<file path="config.mk">
export PLATFORM = sky130hd
export DESIGN_NAME = m_axi_ctrl
export DESIGN_NICKNAME = d
export VERILOG_FILES = /design/src/rtl/axi_pkg.sv /design/src/rtl/m_axi_ctrl.sv
export SDC_FILE = /design/constraint.sdc
export NUM_CORES = 1
export LEC_CHECK = 0
export ABC_AREA = 1
export ABC_CLOCK_PERIOD_IN_PS = 1800
export CELL_PAD_IN_SITES_DETAIL_PLACEMENT = 1
export CELL_PAD_IN_SITES_GLOBAL_PLACEMENT = 1
export CORE_ASPECT_RATIO = 0.6
export CORE_UTILIZATION = 27
export DETAILED_ROUTE_END_ITERATION = 16
export HOLD_SLACK_MARGIN = 0.06
export PLACE_DENSITY_LB_ADDON = 0.1
export SYNTH_ARGS = -nofsm -noshare
export SYNTH_HDL_FRONTEND = slang
export SYNTH_SLANG_ARGS = --single-unit
</file>
<file path="constraint.sdc">
create_clock -name clk -period 1.8 [get_ports clk]
set_input_delay 0.27 -clock clk [delete_from_list [all_inputs] [get_ports clk]]
set_output_delay 0.27 -clock clk [all_outputs]
set_load 0.005 [all_outputs]
</file>
<file path="src/rtl/axi_pkg.sv">
`default_nettype none
// ============================================================================
//  Module      : axi_pkg
//  Description : Shared types and default widths for the AXI initiator.
//  Revision    : 1.0 - initial release
// ============================================================================
package axi_pkg;

  localparam int unsigned AXI_ID_W   = 4;
  localparam int unsigned AXI_ADDR_W = 32;
  localparam int unsigned AXI_DATA_W = 32;

  typedef enum logic [1:0] {
    OKAY   = 2'b00,
    EXOKAY = 2'b01,
    SLVERR = 2'b10,
    DECERR = 2'b11
  } resp_t;

  typedef enum logic [2:0] {
    ST_IDLE    = 3'd0,
    ST_WR      = 3'd1,
    ST_WR_RESP = 3'd2,
    ST_RD_ADDR = 3'd3,
    ST_RD_DATA = 3'd4,
    ST_RSP     = 3'd5
  } m_state_t;

endpackage : axi_pkg
`default_nettype wire

</file>
<file path="src/rtl/m_axi_ctrl.sv">
`default_nettype none
// ============================================================================
//  Module      : m_axi_ctrl
//  Description : Single-outstanding AXI initiator. Turns one user command
//                into a single-beat AXI write or read, checks the returned
//                ID/last, and presents the result on a response port.
//  Revision    : 1.0 - initial release
// ============================================================================
module m_axi_ctrl
  import axi_pkg::*;
#(
  parameter int unsigned ID_W   = AXI_ID_W,
  parameter int unsigned ADDR_W = AXI_ADDR_W,
  parameter int unsigned DATA_W = AXI_DATA_W
) (
  input  logic                  clk,
  input  logic                  areset,
  // user command / response port
  input  logic                  cmd_valid,
  output logic                  cmd_ready,
  input  logic                  cmd_write,
  input  logic [ADDR_W-1:0]     cmd_addr,
  input  logic [DATA_W-1:0]     cmd_wdata,
  input  logic [DATA_W/8-1:0]   cmd_wstrb,
  output logic                  rsp_valid,
  input  logic                  rsp_ready,
  output logic [DATA_W-1:0]     rsp_rdata,
  output logic [1:0]            rsp_resp,
  // write address channel
  output logic [ID_W-1:0]       awid_o,
  output logic [ADDR_W-1:0]     awaddr_o,
  output logic                  awvalid_o,
  input  logic                  awready_i,
  // write data channel
  output logic [ID_W-1:0]       wid_o,
  output logic [DATA_W-1:0]     wdata_o,
  output logic [DATA_W/8-1:0]   wstrb_o,
  output logic                  wlast_o,
  output logic                  wvalid_o,
  input  logic                  wready_i,
  // write response channel
  input  logic [ID_W-1:0]       bid_i,
  input  logic [1:0]            bresp_i,
  input  logic                  bvalid_i,
  output logic                  bready_o,
  // read address channel
  output logic [ID_W-1:0]       arid_o,
  output logic [ADDR_W-1:0]     araddr_o,
  output logic                  arvalid_o,
  input  logic                  arready_i,
  // read data channel
  input  logic [ID_W-1:0]       rid_i,
  input  logic [DATA_W-1:0]     rdata_i,
  input  logic [1:0]            rresp_i,
  input  logic                  rlast_i,
  input  logic                  rvalid_i,
  output logic                  rready_o
);

  localparam logic [2:0] S_IDLE    = 3'(ST_IDLE);
  localparam logic [2:0] S_WR      = 3'(ST_WR);
  localparam logic [2:0] S_WR_RESP = 3'(ST_WR_RESP);
  localparam logic [2:0] S_RD_ADDR = 3'(ST_RD_ADDR);
  localparam logic [2:0] S_RD_DATA = 3'(ST_RD_DATA);
  localparam logic [2:0] S_RSP     = 3'(ST_RSP);

  localparam logic [1:0] RESP_SLVERR = 2'(SLVERR);

  logic [2:0]          state_q,     state_d;
  logic [ID_W-1:0]     txn_id_q,    txn_id_d;
  logic [ADDR_W-1:0]   addr_q,      addr_d;
  logic [DATA_W-1:0]   wdata_q,     wdata_d;
  logic [DATA_W/8-1:0] wstrb_q,     wstrb_d;
  // aw_pend/w_pend are the pending flags of WR and drive the valids directly
  logic                aw_pend_q,   aw_pend_d;
  logic                w_pend_q,    w_pend_d;
  logic                arvalid_q,   arvalid_d;
  logic                bready_q,    bready_d;
  logic                rready_q,    rready_d;
  logic                cmd_ready_q, cmd_ready_d;
  logic                rsp_valid_q, rsp_valid_d;
  logic [DATA_W-1:0]   rsp_rdata_q, rsp_rdata_d;
  logic [1:0]          rsp_resp_q,  rsp_resp_d;

  logic aw_done;
  logic w_done;

  // Next-state and next-output computation for the whole transaction FSM
  always_comb begin
    state_d     = state_q;
    txn_id_d    = txn_id_q;
    addr_d      = addr_q;
    wdata_d     = wdata_q;
    wstrb_d     = wstrb_q;
    aw_pend_d   = aw_pend_q;
    w_pend_d    = w_pend_q;
    arvalid_d   = arvalid_q;
    bready_d    = bready_q;
    rready_d    = rready_q;
    cmd_ready_d = cmd_ready_q;
    rsp_valid_d = rsp_valid_q;
    rsp_rdata_d = rsp_rdata_q;
    rsp_resp_d  = rsp_resp_q;

    // a channel is done once its valid has already dropped or handshakes now
    aw_done = !aw_pend_q || awready_i;
    w_done  = !w_pend_q  || wready_i;

    case (state_q)
      S_IDLE: begin
        if (cmd_valid && cmd_ready_q) begin
          addr_d      = cmd_addr;
          wdata_d     = cmd_wdata;
          wstrb_d     = cmd_wstrb;
          cmd_ready_d = 1'b0;
          if (cmd_write) begin
            aw_pend_d = 1'b1;
            w_pend_d  = 1'b1;
            state_d   = S_WR;
          end else begin
            arvalid_d = 1'b1;
            state_d   = S_RD_ADDR;
          end
        end
      end

      S_WR: begin
        if (aw_pend_q && awready_i) aw_pend_d = 1'b0;
        if (w_pend_q && wready_i)   w_pend_d  = 1'b0;
        if (aw_done && w_done) begin
          bready_d = 1'b1;
          state_d  = S_WR_RESP;
        end
      end

      S_WR_RESP: begin
        if (bvalid_i) begin
          bready_d    = 1'b0;
          rsp_rdata_d = '0;
          rsp_resp_d  = (bid_i != txn_id_q) ? RESP_SLVERR : bresp_i;
          rsp_valid_d = 1'b1;
          state_d     = S_RSP;
        end
      end

      S_RD_ADDR: begin
        if (arready_i) begin
          arvalid_d = 1'b0;
          rready_d  = 1'b1;
          state_d   = S_RD_DATA;
        end
      end

      S_RD_DATA: begin
        if (rvalid_i) begin
          rready_d    = 1'b0;
          rsp_rdata_d = rdata_i;
          rsp_resp_d  = ((rid_i != txn_id_q) || !rlast_i) ? RESP_SLVERR : rresp_i;
          rsp_valid_d = 1'b1;
          state_d     = S_RSP;
        end
      end

      S_RSP: begin
        if (rsp_ready) begin
          rsp_valid_d = 1'b0;
          txn_id_d    = txn_id_q + ID_W'(1);
          cmd_ready_d = 1'b1;
          state_d     = S_IDLE;
        end
      end

      default: begin
        aw_pend_d   = 1'b0;
        w_pend_d    = 1'b0;
        arvalid_d   = 1'b0;
        bready_d    = 1'b0;
        rready_d    = 1'b0;
        rsp_valid_d = 1'b0;
        cmd_ready_d = 1'b1;
        state_d     = S_IDLE;
      end
    endcase
  end

  // State and output registers; reset discards any transaction in flight
  always_ff @(posedge clk or negedge areset) begin
    if (!areset) begin
      state_q     <= S_IDLE;
      txn_id_q    <= '0;
      addr_q      <= '0;
      wdata_q     <= '0;
      wstrb_q     <= '0;
      aw_pend_q   <= 1'b0;
      w_pend_q    <= 1'b0;
      arvalid_q   <= 1'b0;
      bready_q    <= 1'b0;
      rready_q    <= 1'b0;
      cmd_ready_q <= 1'b1;
      rsp_valid_q <= 1'b0;
      rsp_rdata_q <= '0;
      rsp_resp_q  <= '0;
    end else begin
      state_q     <= state_d;
      txn_id_q    <= txn_id_d;
      addr_q      <= addr_d;
      wdata_q     <= wdata_d;
      wstrb_q     <= wstrb_d;
      aw_pend_q   <= aw_pend_d;
      w_pend_q    <= w_pend_d;
      arvalid_q   <= arvalid_d;
      bready_q    <= bready_d;
      rready_q    <= rready_d;
      cmd_ready_q <= cmd_ready_d;
      rsp_valid_q <= rsp_valid_d;
      rsp_rdata_q <= rsp_rdata_d;
      rsp_resp_q  <= rsp_resp_d;
    end
  end

  assign cmd_ready = cmd_ready_q;
  assign rsp_valid = rsp_valid_q;
  assign rsp_rdata = rsp_rdata_q;
  assign rsp_resp  = rsp_resp_q;

  assign awid_o    = txn_id_q;
  assign awaddr_o  = addr_q;
  assign awvalid_o = aw_pend_q;

  assign wid_o     = txn_id_q;
  assign wdata_o   = wdata_q;
  assign wstrb_o   = wstrb_q;
  assign wlast_o   = w_pend_q;
  assign wvalid_o  = w_pend_q;

  assign bready_o  = bready_q;

  assign arid_o    = txn_id_q;
  assign araddr_o  = addr_q;
  assign arvalid_o = arvalid_q;

  assign rready_o  = rready_q;

endmodule : m_axi_ctrl
`default_nettype wire

</file>
**Word level (Yosys, flattened, before mapping)**

Cells that the tools add are included.

- Add/subtract/negate cells: 1
- Eq/ne operators: 17
- Mux-type cells: 39
- Bitwise gates (word level): 6
- Reduce and logical (&&, ||, !) cells: 29

Operators by type and width:

| kind | number |
|---|---|
| 2-to-1 mux 32 bit | 2 |
| case mux 32 bit (2 select lines) | 1 |
| != test 2 bit, second input constant | 10 |
| OR reduction 4 bit | 5 |
| 2-to-1 mux 3 bit | 6 |
| case mux 1 bit (3 select lines) | 6 |
| case mux 3 bit (6 select lines) | 1 |
| 2-to-1 mux 1 bit | 16 |
| AND reduction 4 bit | 4 |
| AND reduction 3 bit | 4 |
| 2-to-1 mux 2 bit | 5 |
| != test 4 bit | 2 |
| equality test 3 x 2 -> 1 bit, second input constant | 2 |
| equality test 3 bit, second input constant | 2 |
| NOT 1 bit | 6 |
| AND reduction 6 bit | 1 |
| adder 4 x 1 -> 4 bit, second input constant | 1 |
| logical AND 1 bit | 4 |
| case mux 1 bit (4 select lines) | 1 |
| case mux 2 bit (2 select lines) | 1 |
| AND reduction 2 bit | 2 |
| equality test 3 x 1 -> 1 bit, second input constant | 1 |
| logical NOT 1 bit | 3 |
| logical NOT 3 bit | 1 |
| other kinds (3) | 5 |

- Register bits after elaboration: 116
- Output and inout bits: 154
- Logic and storage cells: 106

**Longest topological paths before layout**

Gate-level depths: netlist of run 1.

- Depth after elaboration: 5
- Mapped depth: 9

**Worst setup path before layout of run 1**

Ideal clock, no wire load.

- Path kind: reg2reg
- From: register state_q[0]
- To: register rsp_rdata_q[10], in the netlist rsp_rdata[10]
- Setup time: 0.118 ns
- Arrival time: 1.339 ns
- Data required time: 1.682 ns
- Setup slack: 0.343 ns
- Cell stages (with the launch flop): 10
- Path buffers: 1
- Cells stage by stage: dfrtp_1 -> nor2_1 -> nand2_1 -> nand2_2 -> nand2_1 -> nor2_4 -> inv_2 -> buf_4 -> nand2_1 -> nand2_1

- Word-level cells in the longest chain between the ends: 3
- Elaborated cells between the ends (all ways): 7

Ends and longest elaborated chain:

| what | RTL line | text |
|---|---|---|
| start, declared | m_axi_ctrl.sv:69 | `logic [2:0] state_q, state_d;` |
| start signal, assigned | m_axi_ctrl.sv:204 | `state_q <= state_d;` |
| equality test 3 bit / equality test 3 x 2 -> 1 bit (equally long branches) | m_axi_ctrl.sv:109 | `case (state_q)` |
| != test 2 bit (no source line) / nonzero test 2 bit (equally long branches) | n/a |  |
| AND reduction 3 bit (no source line) | n/a |  |
| end signal, assigned | m_axi_ctrl.sv:216 | `rsp_rdata_q <= rsp_rdata_d;` |
| end, declared | m_axi_ctrl.sv:82 | `logic [DATA_W-1:0] rsp_rdata_q, rsp_rdata_d;` |

Parallel ways exist; a longest one is shown, timed or not.
A chain may end at the register's enable or synchronous reset.

**Final worst setup path of run 1**

- From: register txn_id_q[2], in the netlist arid_o[2]
- To: output wid_o[2]

RTL lines:

| what | RTL line | text |
|---|---|---|
| start, declared | m_axi_ctrl.sv:70 | `logic [ID_W-1:0] txn_id_q, txn_id_d;` |
| start signal, assigned | m_axi_ctrl.sv:205 | `txn_id_q <= txn_id_d;` |
| end, declared | m_axi_ctrl.sv:35 | `output logic [ID_W-1:0] wid_o,` |

No word-level cell between the ends.

==> results of run 1 <==
## placed cells by master (no fill, tap or decap), types with 4 or more instances in the layout
cell type,count
clkinv_2,4
buf_12,7
nor2_1,24
nand3_1,41
dfrtp_1,113
inv_1,26
nand2_1,332
buf_4,12
clkdlybuf4s50_1,274
inv_2,7
clkbuf_16,17
o21ai_0,9
nand4_1,4
## timing repair
action | CTS | global route
hold buffers | 1 | 0
hold endpoints to repair | 26 | 0
resized for setup | 1 | 3
endpoints found under the setup margin | 3 | 5
pin swaps | 0 | 0
## routing by layer
layer  routed length (um)  global-route usage (%)  vias up
li1                     -                       -     2434
met1                 8260                    23.6     2463
met2                 8800                    31.4      165
met3                 1200                    5.33       15
met4                  183                    5.57        0
met5                    0                       0        -
## registers in the layout, indices dropped and copies added, names as in the netlist
name	cells
rsp_rdata	32
wlast_o	1
arvalid_o	1
araddr_o	32
wstrb_o	4
state_q	3
bready_o	1
arid_o	4
cmd_ready	1
rsp_valid	1
awvalid_o	1
rsp_resp	2
wdata_o	32
rready_o	1
## cell families after synthesis
group | Yosys count | synth area share [%]
AO/OA/AOI/OAI | 12 | 1.20
flip-flops | 116 | 55.6
XOR/XNOR | 4 | 0.670
AND/OR/NAND/NOR | 411 | 31.4
adder cells (fa/ha/maj) | 3 | 0.718
buffers and inverters | 98 | 10.4
## how the worst max path moves through the flow
stage                                 startpoint                        end  slack, ns
final                      arid_o[2]$_DFFE_PN0P_                   wid_o[2]       0.07
after global routing       arid_o[2]$_DFFE_PN0P_                   wid_o[2]      0.002
after CTS                  arid_o[3]$_DFFE_PN0P_                   wid_o[3]       0.01
after detailed placement                bvalid_i  rsp_rdata[30]$_DFFE_PN0P_       0.06
after global placement                  bvalid_i  rsp_rdata[16]$_DFFE_PN0P_       0.15
after floorplan           state_q[0]$_DFFE_PN0P_  rsp_rdata[10]$_DFFE_PN0P_       0.34
## layout make-up
class	count	area, sq um	area share [%]
clock buffers	20	447	5.16
clock inverters	12	108	1.24
inverters	34	128	1.47
multi-input cells	430	1780	20.5
flip-flops and latches	116	2910	33.5
well taps	240	300	3.47
repair buffers	295	3000	34.6
## report_power, final
| part | internal (mW) | switching, mW |
|---|---|---|
| clock | 1.93 | 1.25 |
| combinational | 4.04 | 3.18 |
| sequential | 3.88 | 0.947 |
==> impl_metrics.ini, run 1 <==
[status]
status = finished, final reports clean

[clocking]
root_buffer = clkbuf_16
postCtsSetupRepairBufs = 0
cts_tree = done
cts-buffers-inserted = 17
cts_sinks = 116
htree_levels = 4
clock_latency_ns = 0.41
clockBufferDepth = 2
clk_pin_slew_ns = 0.06

[grt]
antenna_found_initial = 0
grt_overflow_total = 0
grt_pass1_wl_um = 28600
grtUsageTotal_pct = 18.7
grt_pass1_vias = 5392
grt_max_degree = 54

[synthesis]
yosys-top-cells-count = nand2_1, dfrtp_1, buf_4, nand3_1, inv_1
synth_top_area_share_pct = 55.1
synth_top_cell_by_area = dfrtp_1
syn_avg_cell_area_sq_um = 8.12
synth_seq_cells = 116
syn_nets = 770
ys_types = 24
ys.flop_type = dfrtp_1
synth-async-reset-ratio_pct = 100
synth_cells = 644
syn-cell-area_sq_um = 5230
synth_most_common_cell = nand2_1
ys_warn_count = 0
seq_area_frac_synth_pct = 55.6
synth_edf_count = 0
synthTopCellsByArea = dfrtp_1, nand2_1, buf_4, nand3_1, inv_1

[timing]
worst_pin_slew_ns = 0.424
rsz0062_at_grt = no
timing.final.crit_share_pct = 96.1
clock_skew_ns = 0.0100
timing.final.ws_setup_ns = 0.0702
timing.setup.tns_ns = 0
max_freq_ghz = 0.578
holdWs_ns = 0.340
relSlewSlack_pct = 71.7
slew_violations = 0
finalHoldViolCount = 0
post-route-min-period_ns = 1.73
setup-violations-final = 0

[critical_path]
cp-start-kind = register
crit_slowest_cell = clkdlybuf4s50_1
critPathRequiredTime_ns = 1.53
rr_worst_depth = 9
path_class = register to output pin
crit_fanout = 7
critPathTopFamily = buffers and inverters
path_buf_inv = 1
critPathMaxStageDelay_ns = 0.56
r2r-start = state_q[0]$_DFFE_PN0P_
r2r_end = rsp_rdata[30]$_DFFE_PN0P_
cp-end-kind = output pin
r2r_setup_slack_ns = 0.14
worst-path-stages = 1
crit_arrival_ns = 1.46
critical_path.cell_chain = clkdlybuf4s50_1

[placed_design]
place_congestion = 0.800
placed_cells = 1114
dpl.hpwl_um = 13900
portBuffers = 276
post_dp_cell_area_sq_um = 8090
dp_slack_ns = 0.0624

[layout]
n_fill_cell = 2135
design_area_sq_um = 8660
drive_gt1_share_pct = 7.17
layout.nets = 1020
fin_cells = 1147
diodes = 0
area_growth_syn_to_layout_pct = 65.7
post-route-util_pct = 46.8

[routing]
wl_um = 18400
viasPerCell = 4.43
wl_per_cell_um = 16.1
dr_total_vias = 5077
drtIter0Drc = 248
postRouteAntennaNets = 0
dr.pass1.iters = 4
drc = 0

[pwr]
power_density_nw_per_um2 = 1760
max-vdd-ir-drop_uv = 564
power.total_mw = 15.2
p_leak_nw = 4.24

[floorplan]
start_util_pct = 28.3
die_h_um = 110
row_count = 38
io_pins = 277
die_w_um = 182
core_area_sq_um = 18500
dieArea_sq_um = 19900

[flow_run]
cap_violations = 0

[worst_hold_path]
hold_path_class = input port to async pin
Note: power is estimated with default switching activity, not from simulation.
==> run 2, diff against run 1 <==
==> constraint.sdc (replaced) <==
create_clock -name clk -period 1.8 [get_ports clk]
set_input_delay 0.36 -clock clk [delete_from_list [all_inputs] [get_ports clk]]
set_output_delay 0.36 -clock clk [all_outputs]
set_load 0.005 [all_outputs]
==> run 2 against run 1 <==
  * Critical path depth unchanged
  * First-iteration DRC count down 1.6%
  * Register-to-register slack better by 0.04 ns
  * Sequential share of layout area down 0.19 points
  * Sequential power about the same
  * Die area stayed put
  * Global-route usage decreased by 0.071 points
  * Count of clock-buffer cells in the layout shrank 2
  * Largest cell class unchanged
==> impl_metrics.ini, run 2 (synthesis results as in run 1) <==
[flow_run]
cap_violations = 0

[pwr]
max-vdd-ir-drop_uv = 541
power_density_nw_per_um2 = 1770
p_leak_nw = 4.26
seq_power_share_pct = 31.2
internal-power_mw = 9.95
combPwrFrac_pct = 47.3
switching_share_pct = 35.4
p_sw_mw = 5.46
clockPowerShare_pct = 21.5

[layout]
area_growth_syn_to_layout_pct = 66.9
n_fill_cell = 2119
diodes = 0
layout_common_cells = nand2_1, clkdlybuf4s50_1, dfrtp_1, nand3_1, inv_1
final_common_cell = nand2_1
fin_cells = 1151
layout.nets = 1024
drive_gt1_share_pct = 8.12

[routing]
postRouteAntennaNets = 0
drtIter0Drc = 244
wl_um = 18300
viasPerCell = 4.40
dr.pass1.iters = 4
dr_total_vias = 5060
drc = 0
wl_per_cell_um = 15.9

[placed_design]
dpl.hpwl_um = 13700
place_congestion = 0.815
portBuffers = 276
placed_cells = 1114

[clocking]
htree_levels = 4
cts-buffers-inserted = 17
cts_tree = done
clock_latency_ns = 0.41
cts_sinks = 116
clk_pin_slew_ns = 0.06
root_buffer = clkbuf_16
clockBufferDepth = 2

[grt]
grt_overflow_total = 0
grt_max_degree = 68
antenna_found_initial = 0
grt_pass1_vias = 5199
grtUsageTotal_pct = 18.7
grt_pass1_wl_um = 28600

[timing]
rsz0062_at_grt = no
finalHoldViolCount = 0
post-route-min-period_ns = 1.74
timing.setup.tns_ns = 0
setup-violations-final = 0
clock_skew_ns = 0.0113
relSlewSlack_pct = 74.1
timing.final.crit_share_pct = 96.9
holdWs_ns = 0.303
max_freq_ghz = 0.573
worst_pin_slew_ns = 0.388
slew_violations = 0

[floorplan]
io_pins = 277
row_count = 38
start_util_pct = 28.3
core_area_sq_um = 18500
die_w_um = 182
die_h_um = 110
dieArea_sq_um = 19900

[critical_path]
critical_path.cell_chain = clkdlybuf4s50_1
critPathMaxStageDelay_ns = 0.53
crit_slowest_cell = clkdlybuf4s50_1
critPathTopFamily = buffers and inverters
critPathRequiredTime_ns = 1.44
crit_arrival_ns = 1.38
cp-end-kind = output pin
r2r_end = rsp_rdata[4]$_DFFE_PN0P_
path_buf_inv = 1
r2r_setup_slack_ns = 0.18
rr_worst_depth = 9
crit_fanout = 7
path_class = register to output pin
r2r-start = state_q[0]$_DFFE_PN0P_
cp-start-kind = register

[status]
status = finished, final reports clean

[worst_hold_path]
hold_path_class = input port to async pin
-- run 2: final cells by class --
| cell class | instances | area (sq um) | share of cell area, % |
|---|---|---|---|
| inverter | 34 | 128 | 1.46 |
| clock inverter | 14 | 145 | 1.66 |
| clock buffer | 18 | 439 | 5.03 |
| sequential | 116 | 2910 | 33.4 |
| tap | 240 | 300 | 3.44 |
| multi-input combinational | 430 | 1780 | 20.4 |
| timing repair buffer | 299 | 3020 | 34.6 |
-- run 2: layer usage --
layer | track usage (%) | vias up | share of wire (%)
li1 | - | 2444 | -
met1 | 24.0 | 2453 | 45
met2 | 30.8 | 152 | 48
met3 | 5.80 | 11 | 6.5
met4 | 4.42 | 0 | 0.66
met5 | 0 | - | 0
-- run 2: worst max-delay path by stage --
stage	startpoint	endpoint	slack, ns	cells after the start
detailed placement	bvalid_i	rsp_rdata[4]$_DFFE_PN0P_	0.03	8
floorplan	state_q[0]$_DFFE_PN0P_	rsp_rdata[10]$_DFFE_PN0P_	0.34	9
global placement	bvalid_i	rsp_rdata[16]$_DFFE_PN0P_	0.07	8
CTS	arid_o[0]$_DFFE_PN0P_	arid_o[0]	0.002	1
global route	arid_o[2]$_DFFE_PN0P_	wid_o[2]	0.007	1
finish	arid_o[3]$_DFFE_PN0P_	arid_o[3]	0.06	1
-- run 2: repair_timing --
action	in CTS	in global routing
hold buffers	1	0
setup endpoints to repair	13	8
setup buffers	0	4
resized for setup	5	2
hold endpoints to repair	115	0
cloned	0	0
-- run 2: through the flow --
step | worst slack (ns) | util (%) | area, sq um | total power, mW
after floorplan | 0.343 | - | 5230 | 7.84
after global placement | 0.0709 | 43.8 | 8090 | 11.9
after detailed placement | 0.0304 | 43.8 | 8090 | 12.1
after CTS | 0.00223 | 47.0 | 8690 | 15.6
after global routing | 0.00658 | 47.2 | 8720 | 16.6
final | 0.0556 | 47.2 | 8720 | 15.4
-- run 2: power by group through the flow --
stage / Sequential, mW / Combinational (mW) / Clock [mW]
after global routing: 4.99 / 8.08 / 3.53
after global placement: 4.78 / 7.09 / 0
after floorplan: 4.78 / 3.06 / 0
after CTS: 4.84 / 7.34 / 3.42
after detailed placement: 4.85 / 7.30 / 0
final: 4.80 / 7.30 / 3.31
==> run 3, diff against run 2 <==
--- a/config.mk
+++ b/config.mk
@@ -13,7 +13,7 @@
 export CORE_UTILIZATION = 27
 export DETAILED_ROUTE_END_ITERATION = 16
 export HOLD_SLACK_MARGIN = 0.06
-export PLACE_DENSITY_LB_ADDON = 0.1
+export PLACE_DENSITY = 0.81
 export SYNTH_ARGS = -nofsm -noshare
 export SYNTH_HDL_FRONTEND = slang
 export SYNTH_SLANG_ARGS = --single-unit
==> run 3 against run 2 <==
  * Register-to-register slack about the same
  * Power down 0.39%
  * Clock skew up 0.0012 ns
  * Highest routed layer unchanged
  * First-iteration DRC count down 2.5%
  * Global-route usage down 0.29 points
  * Count of clock-buffer cells in the layout unchanged
  * Sequential power about the same
  * Worst setup slack about the same
  * Utilization down 0.22 points
  * Via count up 0.14%
  * Sequential share of layout area up 0.14 points
  * Cell count down 0.26%
==> impl_metrics.ini, run 3 (synthesis results as in run 1) <==
[timing]
holdWs_ns = 0.379
rsz0062_at_grt = no
post-route-min-period_ns = 1.74
worst_pin_slew_ns = 0.371
relSlewSlack_pct = 75.2
timing.setup.tns_ns = 0
finalHoldViolCount = 0
slew_violations = 0
timing.final.ws_setup_ns = 0.0554
max_freq_ghz = 0.573
clock_skew_ns = 0.0125
timing.final.crit_share_pct = 96.9
setup-violations-final = 0

[critical_path]
crit_fanout = 8
worst-path-stages = 1
cp-end-kind = output pin
r2r_end = state_q[0]$_DFFE_PN0P_
cp-start-kind = register
critPathRequiredTime_ns = 1.44
path_class = register to output pin
crit_arrival_ns = 1.38
r2r_setup_slack_ns = 0.17
critPathMaxStageDelay_ns = 0.54
path_buf_inv = 1
r2r-start = state_q[1]$_DFFE_PN0P_
critPathTopFamily = buffers and inverters
critical_path.cell_chain = clkdlybuf4s50_1
rr_worst_depth = 9
cp-startpoint = arid_o[1]$_DFFE_PN0P_
crit_slowest_cell = clkdlybuf4s50_1

[layout]
multiInputGateArea_sq_um = 1780
n_fill_cell = 2151
drive_gt1_share_pct = 7.60
ff_latch_area_sq_um = 2910
final_common_cell = nand2_1
area_growth_syn_to_layout_pct = 66.1
diodes = 0
layout_common_cells = nand2_1, clkdlybuf4s50_1, dfrtp_1, nand3_1, inv_1
layout.nets = 1021

[routing]
postRouteAntennaNets = 0
wl_per_cell_um = 15.8
dr.pass1.iters = 4
viasPerCell = 4.41
dr_total_vias = 5067
wl_um = 18100
drtIter0Drc = 238
drc = 0

[pwr]
p_leak_nw = 4.24
max-vdd-ir-drop_uv = 623
combPwrFrac_pct = 47.1
power.total_mw = 15.4
internal-power_mw = 9.98
switching_share_pct = 35.0
seq_power_share_pct = 31.2
p_sw_mw = 5.37
clockPowerShare_pct = 21.8
power_density_nw_per_um2 = 1770

[grt]
grtUsageTotal_pct = 18.4
grt_max_degree = 70
grt_pass1_vias = 5122
antenna_found_initial = 0
grt_overflow_total = 0
grt_pass1_wl_um = 28300

[placed_design]
dpl.hpwl_um = 13700
portBuffers = 276
place_congestion = 0.819
dp_slack_ns = 0.0323

[clocking]
cts-buffers-inserted = 17
root_buffer = clkbuf_16
htree_levels = 4
clock_latency_ns = 0.40
clk_pin_slew_ns = 0.06
cts_sinks = 116
clockBufferDepth = 2
cts_tree = done

[flow_run]
cap_violations = 0

[floorplan]
start_util_pct = 28.3
die_w_um = 182
row_count = 38
dieArea_sq_um = 19900
core_area_sq_um = 18500
io_pins = 277
die_h_um = 110

[worst_hold_path]
hold_path_class = input port to async pin

[status]
status = finished, final reports clean
[run 3: per-layer routing]
layer,wire length (um),track usage [%],vias up
met5,0,0,-
li1,-,-,2427
met4,85,2.85,0
met3,1500,5.56,8
met1,8750,25.9,2457
met2,7780,28.0,175
[run 3: power by group through the flow]
stage	registers, mW	clock network [mW]	logic, mW
after CTS	4.81	3.45	7.31
final	4.78	3.34	7.23
after floorplan	4.78	0	3.06
after global placement	4.78	0	7.11
after global routing	4.96	3.56	7.94
after detailed placement	4.80	0	7.28
[run 3: worst register-to-register path, cell delays in order (launching register included)]
cell and delay, ns:
dfrtp_1 0.41, buf_4 0.17, inv_2 0.09, nand2_1 0.09, nor2_1 0.31, nand2_1 0.09, nand2_1 0.08, inv_1 0.11
nand3_1 0.12, nand2_1 0.06
[run 3: worst max path at each step]
stage | endpoint | slack, ns
floorplan | rsp_rdata[10]$_DFFE_PN0P_ | 0.34
global placement | state_q[1]$_DFFE_PN0P_ | 0.06
detailed placement | state_q[0]$_DFFE_PN0P_ | 0.03
CTS | arid_o[0] | 0.02
global route | state_q[1]$_DFFE_PN0P_ | 0.003
finish | wid_o[1] | 0.06
[run 3: repair_timing]
action | CTS | global route
buffers inserted | 0 | 1
hold buffers | 1 | 0
hold endpoints to repair | 11 | 0
setup endpoints to repair | 13 | 3
gates resized for setup | 5 | 1
[run 3: cell type report]
| type | count | share of cell area [%] |
|---|---|---|
| Clock inverter | 14 | 1.77 |
| Multi-Input combinational cell | 430 | 20.5 |
| Clock buffer | 18 | 4.94 |
| Sequential cell | 116 | 33.5 |
| Tap cell | 240 | 3.46 |
| Timing Repair Buffer | 296 | 34.4 |
| Inverter | 34 | 1.47 |
[run 3: per-stage QoR]
step           instance area, sq um  instances  util, %
2_1_floorplan                  5230        644        -
3_3_place_gp                   8080       1114     43.7
3_5_place_dp                   8080       1114     43.7
4_1_cts                        8680       1147     46.9
5_1_grt                        8680       1148     47.0
6_report                       8680       1148     47.0
